### src/rtl/fetch_unit.sv
// -----------------------------------------------------------------------------
// fetch_unit
//   Instruction fetch front-end. Issues aligned BUS_WIDTH reads to instruction
//   memory (one outstanding at a time), splits each returned beat into one or
//   two instructions and buffers {pc, instr} pairs in a small FIFO that is
//   presented to decode through a valid/ready handshake. A redirect from
//   execute flushes the FIFO and discards any in-flight response.
//
//   Optional feature macro: FETCH_HALT_ON_ECALL_EN
//     When defined, pushing an ecall/ebreak word (opcode 7'b1110011) stops
//     fetch: the later word of that beat is dropped and no further requests
//     are issued until the next redirect.
//
// Ports
//   clk             rising-edge clock
//   reset_n         synchronous active-low reset
//   redirect_valid  1-cycle pulse: restart fetch at redirect_pc
//   redirect_pc     new PC (bits [1:0] forced to 0)
//   mem_req_valid   read request valid
//   mem_req_addr    8-byte-aligned read address
//   mem_req_ready   memory accepts the request
//   mem_resp_valid  read data valid (responses return in request order)
//   mem_resp_data   [31:0] instr at addr, [63:32] instr at addr+4
//   instr_valid     FIFO head valid
//   instr           FIFO head instruction
//   instr_pc        PC of the FIFO head instruction
//   instr_ready     decoder consumes head when instr_valid & instr_ready
// -----------------------------------------------------------------------------
module fetch_unit #(
  parameter int                    ADDR_WIDTH  = 64,
  parameter int                    INSTR_WIDTH = 32,
  parameter int                    BUS_WIDTH   = 64,
  parameter int                    FIFO_DEPTH  = 4,
  parameter logic [ADDR_WIDTH-1:0] RESET_PC    = '0
) (
  input  logic                   clk,
  input  logic                   reset_n,
  input  logic                   redirect_valid,
  input  logic [ADDR_WIDTH-1:0]  redirect_pc,
  output logic                   mem_req_valid,
  output logic [ADDR_WIDTH-1:0]  mem_req_addr,
  input  logic                   mem_req_ready,
  input  logic                   mem_resp_valid,
  input  logic [BUS_WIDTH-1:0]   mem_resp_data,
  output logic                   instr_valid,
  output logic [INSTR_WIDTH-1:0] instr,
  output logic [ADDR_WIDTH-1:0]  instr_pc,
  input  logic                   instr_ready
);

  localparam int PTR_W = $clog2(FIFO_DEPTH);
  localparam int CNT_W = PTR_W + 1;

`ifdef FETCH_HALT_ON_ECALL_EN
  localparam logic [6:0] OPC_SYSTEM = 7'b1110011;
  typedef enum logic [1:0] {S_REQ, S_WAIT, S_DRAIN, S_HALT} state_t;
`else
  typedef enum logic [1:0] {S_REQ, S_WAIT, S_DRAIN} state_t;
`endif

  state_t                  state_reg, state_next;
  logic [ADDR_WIDTH-1:0]   pc_reg, pc_next;
  logic [CNT_W-1:0]        count_reg, count_next, free_next;
  logic [PTR_W-1:0]        wr_ptr_reg, rd_ptr_reg;
  logic                    mem_req_valid_reg, req_next;
  logic [ADDR_WIDTH-1:0]   mem_req_addr_reg;
  logic [INSTR_WIDTH-1:0]  hold_instr_reg;
  logic [ADDR_WIDTH-1:0]   hold_pc_reg;

  logic [INSTR_WIDTH-1:0]  data_mem [FIFO_DEPTH];
  logic [ADDR_WIDTH-1:0]   pc_mem   [FIFO_DEPTH];

  logic                    handshake, pop;
  logic [1:0]              push_cnt;
  logic [INSTR_WIDTH-1:0]  word0, word1, lo_word, hi_word;
  logic [ADDR_WIDTH-1:0]   word0_pc, word1_pc, line_addr, hi_pc;
  logic [PTR_W-1:0]        wr_ptr_plus1;

  assign line_addr    = pc_reg & ~ADDR_WIDTH'(7);
  assign hi_pc        = line_addr + ADDR_WIDTH'(4);
  assign lo_word      = mem_resp_data[INSTR_WIDTH-1:0];
  assign hi_word      = mem_resp_data[2*INSTR_WIDTH-1:INSTR_WIDTH];
  assign handshake    = mem_req_valid_reg & mem_req_ready;
  assign instr_valid  = (count_reg != '0);
  assign pop          = instr_valid & instr_ready;
  assign wr_ptr_plus1 = wr_ptr_reg + PTR_W'(1);

  // Head is read straight from the entry registers; when empty the last
  // value seen by the decoder is held.
  assign instr         = instr_valid ? data_mem[rd_ptr_reg] : hold_instr_reg;
  assign instr_pc      = instr_valid ? pc_mem[rd_ptr_reg]   : hold_pc_reg;
  assign mem_req_valid = mem_req_valid_reg;
  assign mem_req_addr  = mem_req_addr_reg;

  always_comb begin
    state_next = state_reg;
    pc_next    = pc_reg;
    push_cnt   = 2'd0;
    word0      = lo_word;
    word0_pc   = line_addr;
    word1      = hi_word;
    word1_pc   = hi_pc;

    case (state_reg)
      S_REQ: begin
        if (handshake) state_next = S_WAIT;
      end
      S_WAIT: begin
        if (mem_resp_valid) begin
          pc_next    = line_addr + ADDR_WIDTH'(8);
          state_next = S_REQ;
          if (!pc_reg[2]) begin
            push_cnt = 2'd2;
`ifdef FETCH_HALT_ON_ECALL_EN
            if (lo_word[6:0] == OPC_SYSTEM) begin
              push_cnt   = 2'd1;
              state_next = S_HALT;
            end else if (hi_word[6:0] == OPC_SYSTEM) begin
              state_next = S_HALT;
            end
`endif
          end else begin
            // Entered mid-beat: only the upper word belongs to the stream.
            word0    = hi_word;
            word0_pc = hi_pc;
            push_cnt = 2'd1;
`ifdef FETCH_HALT_ON_ECALL_EN
            if (hi_word[6:0] == OPC_SYSTEM) state_next = S_HALT;
`endif
          end
        end
      end
      S_DRAIN: begin
        // The stale response is swallowed here without being pushed.
        if (mem_resp_valid) state_next = S_REQ;
      end
      default: ;
    endcase

    // Redirect overrides everything. If a request is still owed a response
    // after this cycle, that response must be dropped before re-issuing.
    if (redirect_valid) begin
      push_cnt = 2'd0;
      pc_next  = redirect_pc & ~ADDR_WIDTH'(3);
      if ((state_reg == S_REQ && handshake) ||
          ((state_reg == S_WAIT || state_reg == S_DRAIN) && !mem_resp_valid))
        state_next = S_DRAIN;
      else
        state_next = S_REQ;
    end

    count_next = redirect_valid ? '0
               : count_reg + CNT_W'(push_cnt) - CNT_W'(pop);
    free_next  = CNT_W'(FIFO_DEPTH) - count_next;
    // Request only when a full beat is guaranteed to fit.
    req_next   = (state_next == S_REQ) && (free_next >= CNT_W'(2));
  end

  always_ff @(posedge clk) begin
    if (!reset_n) begin
      state_reg         <= S_REQ;
      pc_reg            <= RESET_PC;
      count_reg         <= '0;
      wr_ptr_reg        <= '0;
      rd_ptr_reg        <= '0;
      mem_req_valid_reg <= 1'b0;
      mem_req_addr_reg  <= '0;
      hold_instr_reg    <= '0;
      hold_pc_reg       <= '0;
    end else begin
      state_reg         <= state_next;
      pc_reg            <= pc_next;
      count_reg         <= count_next;
      mem_req_valid_reg <= req_next;
      if (req_next) mem_req_addr_reg <= pc_next & ~ADDR_WIDTH'(7);
      if (instr_valid && (pop || redirect_valid)) begin
        hold_instr_reg <= data_mem[rd_ptr_reg];
        hold_pc_reg    <= pc_mem[rd_ptr_reg];
      end
      if (redirect_valid) begin
        wr_ptr_reg <= '0;
        rd_ptr_reg <= '0;
      end else begin
        wr_ptr_reg <= wr_ptr_reg + PTR_W'(push_cnt);
        if (pop) rd_ptr_reg <= rd_ptr_reg + PTR_W'(1);
      end
    end
  end

  // Entry storage: up to two writes per cycle into consecutive slots.
  generate
    for (genvar gi = 0; gi < FIFO_DEPTH; gi++) begin : g_entry
      always_ff @(posedge clk) begin
        if (reset_n && push_cnt != 2'd0 && wr_ptr_reg == PTR_W'(gi)) begin
          data_mem[gi] <= word0;
          pc_mem[gi]   <= word0_pc;
        end else if (reset_n && push_cnt == 2'd2 && wr_ptr_plus1 == PTR_W'(gi)) begin
          data_mem[gi] <= word1;
          pc_mem[gi]   <= word1_pc;
        end
      end
    end
  endgenerate

endmodule
### config.mk
export PLATFORM = sky130hd
export DESIGN_NAME = fetch_unit
export DESIGN_NICKNAME = d
export VERILOG_FILES = /design/src/rtl/fetch_unit.sv
export SDC_FILE = /design/constraint.sdc
export NUM_CORES = 1
export LEC_CHECK = 0
export ABC_AREA = 1
export CAP_MARGIN = 30
export CORE_UTILIZATION = 64
export DETAILED_ROUTE_END_ITERATION = 16
export DONT_BUFFER_PORTS = 1
export PLACE_DENSITY = 0.8
export SLEW_MARGIN = 20
export SYNTH_ARGS = -nofsm -noshare
export SYNTH_HDL_FRONTEND = slang
export SYNTH_SLANG_ARGS = --single-unit
### constraint.sdc
create_clock -name clk -period 4.4 [get_ports clk]
set_input_delay 0.22 -clock clk [delete_from_list [all_inputs] [get_ports clk]]
set_output_delay 0.22 -clock clk [all_outputs]
set_load 0.005 [all_outputs]
* After elaboration in Yosys (flattened, before gate mapping)
Memory sizes are Yosys's and may differ from the RTL's. A register that Yosys moved wholly into a read port is not among the register bits.
Index checks and enable logic that the tools add are counted.
** Storage, ports and cells
- Bits in registers :: 231
- Bits in writable memories :: 384
- Logic and storage cells :: 141
- Memories :: 2
** Cells by class
- $add $sub $neg :: 8
- $lt $le $gt $ge :: 1
- Equality and inequality tests :: 9
- Multiplexer cells :: 65
- Bitwise gates (word level) :: 11
- Reduce and logical (&&, ||, !) cells :: 34
** Memory list
- pc_mem :: words 4, width 64, rd ports 1, clocked after memory_dff 1, write ports 2, line 71 : logic [ADDR_WIDTH-1:0] pc_mem [FIFO_DEPTH];
- data_mem :: words 4, width 32, rd ports 1, clocked after memory_dff 1, write ports 2, line 70 : logic [INSTR_WIDTH-1:0] data_mem [FIFO_DEPTH];
** Operator list (count)
- 2-to-1 mux 64 bit :: 13
- 2-to-1 mux 32 bit :: 10
- OR reduction 64 bit :: 2
- adder 64 x 3 -> 64 bit (second input constant) :: 1
- adder 64 x 4 -> 64 bit (second input constant) :: 1
- OR reduction 32 bit :: 2
- 2-to-1 mux 2 bit :: 16
- 2-to-1 mux 1 bit :: 24
- logical AND 1 bit :: 14
- == test 2 bit (second input constant) :: 6
- logical NOT 2 bit :: 4
- bitwise OR 1 bit :: 8
- == test 2 x 1 -> 1 bit (second input constant) :: 3
- nonzero test 2 bit :: 3
- adder 2 x 1 -> 2 bit (second input constant) :: 2
- case mux 2 bit (2 select lines) :: 1
- AND reduction 2 bit :: 2
- OR reduction 2 bit :: 2
- adder 3 x 2 -> 3 bit :: 1
- >= comparator 3 x 2 -> 1 bit (second input constant) :: 1
- logical OR 1 bit :: 3
- 2-to-1 mux 3 bit :: 1
- nonzero test 3 bit :: 1
- subtractor 3 x 1 -> 3 bit :: 1
- 5 further kinds :: 6

* Longest topological paths before layout
- Depth after elaboration :: 13
- Depth in mapped cells :: 25

* Worst setup path before layout
OpenSTA, ideal clock, no wires.
- Path kind :: register to register
- From :: register state_reg[1]
- To :: memory data_mem[3][0] (enable)
- Setup time :: 455 ps
- Arrival time :: 3337 ps
- Data required time :: 3945 ps
- Path slack :: 608 ps
- Cell stages (with the launch flop) :: 10
- Path buffers :: 1
- Cells stage by stage :: dfxtp_1 -> inv_1 -> ha_1 -> nand2_4 -> nor2_4 -> nand3_2 -> nor2_1 -> inv_2 -> clkbuf_1 -> nand2_1
** RTL lines
- from (decl) :: line 61 : state_t state_reg, state_next;
- from (signal assigned) :: line 171 : state_reg <= state_next;
- to (decl) :: line 70

* Worst setup path after layout
- From :: register state_reg[1]
- To :: register mem_req_addr_reg[49], in the netlist mem_req_addr[49]
** Between the ends
- Word-level cells in the longest chain between the ends :: 9
- Elaborated cells on any way between the ends :: 24
- Classes of those cells :: add/sub (3); order compare (1); eq/ne (2); mux (10); reduce/logical (8)
** RTL lines
- == test 2 x 1 -> 1 bit :: line 104 : case (state_reg)
- 2-to-1 mux 2 bit :: line 104
- 2-to-1 mux 2 bit :: line 142 : if (redirect_valid) begin
- adder 3 x 2 -> 3 bit :: line 153 : : count_reg + CNT_W'(push_cnt) - CNT_W'(pop);
- subtractor 3 x 1 -> 3 bit :: line 153
- 2-to-1 mux 3 bit :: line 152 : count_next = redirect_valid ? '0
- net count_next[1] :: line 63 : logic [CNT_W-1:0] count_reg, count_next, free_next;
- subtractor 3 bit :: line 154 : free_next = CNT_W'(FIFO_DEPTH) - count_next;
- >= comparator 3 x 2 -> 1 bit :: line 156 : req_next = (state_next == S_REQ) && (free_next >= CNT_W'(2));
- logical AND 1 bit :: line 156
- to (signal assigned) :: line 175 : if (req_next) mem_req_addr_reg <= pc_next & ~ADDR_WIDTH'(7);
- to (decl) :: line 66 : logic [ADDR_WIDTH-1:0] mem_req_addr_reg;
The timed path passes the listed nets, and every way through them passes these cells. The select of a mux whose other input is x is not followed.
A chain may end at the register's enable or synchronous reset.

==> flow_metrics.tcl <==
set metrics [dict create \
    status "finished, final reports clean" \
    yosys_warnings 0 \
    ys_ff_latch 605 \
    tritoncts "done" \
    reg.largest.list "pc_mem x248, data_mem x128" \
    finalCritPeriodShare 0.9347 \
    setup-violations-final 0 \
    netlist_instances 3254 \
    vias_per_cell 6.049 \
    required_ns 4.92 \
    power.density_nw_per_um2 410.8 \
    crit_path_end "mem_req_addr[49]$_SDFFE_PN0P_" \
    gp_congestion 0.9117 \
    fin_setup_tns_ns 0 \
    wl_met1_um 32330 \
    syn-cell-area_um2 27690 \
    worst_hold_startpoint "redirect_valid" \
    synth.avg_cell_area_um2 8.508 \
    insertion_delay_ns 0.62 \
    r2r_start "state_reg[1]$_SDFF_PN0_" \
    startpoint "state_reg[1]$_SDFF_PN0_" \
    criticalPathCategory "flop to flop" \
    crit_path_end_kind "flop" \
    fin_skew_ns 0.01832 \
    detail_route.wirelength_um 80570 \
    hold_violations 0 \
    clockBufferDepth 3 \
    drt_iter0_markers 2757 \
    grt_pass1_vias 22350 \
    cts_buffers 59 \
    grt_max_degree 124 \
    critPathLaunchType "flop" \
    max-cap-violations 0 \
    leakage_nw 12.44 \
    worstReg2RegEnd "mem_req_addr[49]$_SDFFE_PN0P_" \
    start_util 0.6542 \
    worstMarginPinSlew_ns 0.8612 \
    rsz0062_at_grt "no" \
    htree_levels 2 \
    die_width_um 210.0 \
    track_usage 0.3598 \
    ir_drop_v 0.0003438 \
    dr.pass1.iters 7 \
    wl_met3_um 7960 \
    fin_cells 3880 \
    top_register "pc_mem" \
    rrSetupSlack_ns 0.29 \
    clock.fmax_mhz 243.1 \
    routedWlPerCell_um 20.77 \
    synth.distinct_cells 43 \
    dr.max_layer_used "met4" \
    crit_arrival_ns 4.63 \
    hold_path.class "input pin to flop" \
    dp_hpwl_um 49870 \
    vias 23470 \
    drc 0 \
    grt_antenna_before_repair 1 \
    dieArea_um2 44090 \
    portBuffers 0 \
    cts-root-buf "clkbuf_16" \
    area_growth_syn_to_layout_pct 12.44 \
    path_max_fanout 60 \
    top_level_ports 296 \
    ff2ff_path_depth 23 \
    layout-drive-gt1-share 0.05330 \
    fin_nets 3397 \
    slew_viol_final 0 \
    rows 75 \
    ant_nets 0 \
    fin_crit_ns 4.113 \
    cts.sinks 605 \
    gr-total-overflow 0 \
    hold_path_depth 4 \
    seq_area_frac_synth 0.5731 \
    core_area_um2 42320 \
    dp.cells 3665 \
    slew_headroom 0.4258 \
    cts.clk_slew.worst_paths_ns 0.07 \
    wl_met2_um 37670 \
    fillerInstances 2975 \
    largest_reg_flops 248 \
    grt_pass1_wl_um 122600 \
    die_y_um 210.0 \
]
==> metal layers <==
layer	global-route usage	up-vias
met2	0.5854	1414
met4	0.1299	0
li1	-	10860
met3	0.05736	181
met5	0	-
met1	0.4920	11020
==> timing repair <==
item / in CTS / in global routing
buffers inserted: 0 / 0
endpoints found under the hold margin: 350 / 0
hold buffers: 100 / 0
resized for setup: 0 / 1
setup endpoints to repair: 0 / 17
==> worst max-delay path, cell delays in order (launching register included) <==
cell	delay, ns
dfxtp_1	0.32
inv_1	0.09
ha_1	0.32
nand2_4	0.17
nor2_1	0.14
inv_2	0.05
nor2_1	0.13
inv_1	0.07
ha_1	0.27
inv_1	0.04
ha_1	0.17
inv_1	0.07
fa_1	0.44
nor2_1	0.18
inv_1	0.10
ha_1	0.21
inv_1	0.07
nand4_1	0.09
nand3_1	0.23
nand2_4	0.12
inv_6	0.35
nand3_1	0.19
nand2_1	0.11
inv_1	0.04
==> placed cells by master (no fill, tap or decap), types with 7 or more instances in the layout <==
cell type,count
nand2_1,588
o21ai_0,561
nor2_1,433
edfxtp_1,375
inv_1,334
dfxtp_1,228
a21oi_1,177
nand3_1,122
dlygate4sd3_1,98
o22ai_1,94
clkbuf_16,67
o21ai_1,24
buf_4,21
nand4_1,20
clkinv_2,15
nor3_1,13
xor2_1,11
and2_1,10
ha_1,10
buf_12,10
clkbuf_1,9
inv_2,7
nor2_2,7
==> cell families (layout without fill, tap and decap cells) <==
kind of cell | count (synthesis) | after routing | share of synthesized area
buffers and inverters | 544 | 588 | 0.07864
AO/OA/AOI/OAI | 864 | 864 | 0.1612
XOR/XNOR | 14 | 14 | 0.004429
adder cells (fa/ha/maj) | 11 | 11 | 0.005242
flip-flops | 605 | 605 | 0.5731
AND/OR/NAND/NOR | 1215 | 1215 | 0.1773
other | 1 | 6 | 0.0001355
==> cells in the mapped netlist (all sizes together) <==
master | count | area, um2
a21oi | 178 | 894.6
nor3 | 16 | 96.35
clkinv | 2 | 8.750
or2 | 3 | 18.77
o21a | 1 | 7.510
a2111oi | 1 | 8.760
nor4 | 2 | 12.51
nand4 | 20 | 125.1
xnor2 | 3 | 26.28
ha | 10 | 125.1
edfxtp | 375 | 11260
dfxtp | 230 | 4604
clkbuf | 144 | 541.8
nand2 | 594 | 2247
and2 | 10 | 62.56
inv | 343 | 1290
xor2 | 11 | 96.34
nor2 | 443 | 1695
fa | 1 | 20.02
a31oi | 2 | 12.51
nand3 | 127 | 650.6
conb | 1 | 3.750
buf | 55 | 336.6
o21ai | 586 | 2937
o22ai | 94 | 588.1
o211ai | 2 | 15.01
==> final cells by class <==
type                            count  area, um2  share of cell area
Multi-Input combinational cell   2109       9711              0.3119
Clock buffer                       82       1784             0.05732
Clock inverter                     29      310.3            0.009968
Antenna cell                        1      2.502          0.00008039
Timing Repair Buffer              132       1421             0.04566
Inverter                          345       1308             0.04200
Tap cell                          577      721.9             0.02319
Sequential cell                   605      15870              0.5098
==> worst min path at each step <==
stage,end,slack (ns)
finish,wr_ptr_reg[0]$_SDFF_PP0_,0.03
global route,wr_ptr_reg[0]$_SDFF_PP0_,0.03
CTS,data_mem[2][23]$_DFFE_PP_,0.01
detailed placement,state_reg[0]$_SDFF_PN0_,0.32
global placement,state_reg[0]$_SDFF_PN0_,0.31
floorplan,pc_reg[62]$_SDFF_PN0_,0.38
==> metrics by stage <==
stage                     hold slack, ns  cell area, um2  utilization  power (mW)  worst slack, ns
after floorplan                   0.3833           27700            -       7.145           0.6079
after global placement            0.3095           27910       0.6594       7.319           0.6163
after detailed placement          0.3169           27930       0.6598       7.370           0.3027
after CTS                        0.01275           31060       0.7338       12.76           0.2216
after global routing             0.03457           31130       0.7355       13.14          0.07641
final                            0.03187           31130       0.7355       12.79           0.2872
==> where the power goes <==
part           internal, mW  switching (mW)
sequential             6.20           0.216
clock                  3.19            2.18
combinational         0.326           0.673
total                  9.72            3.07
(Power assumes the default switching activity.)
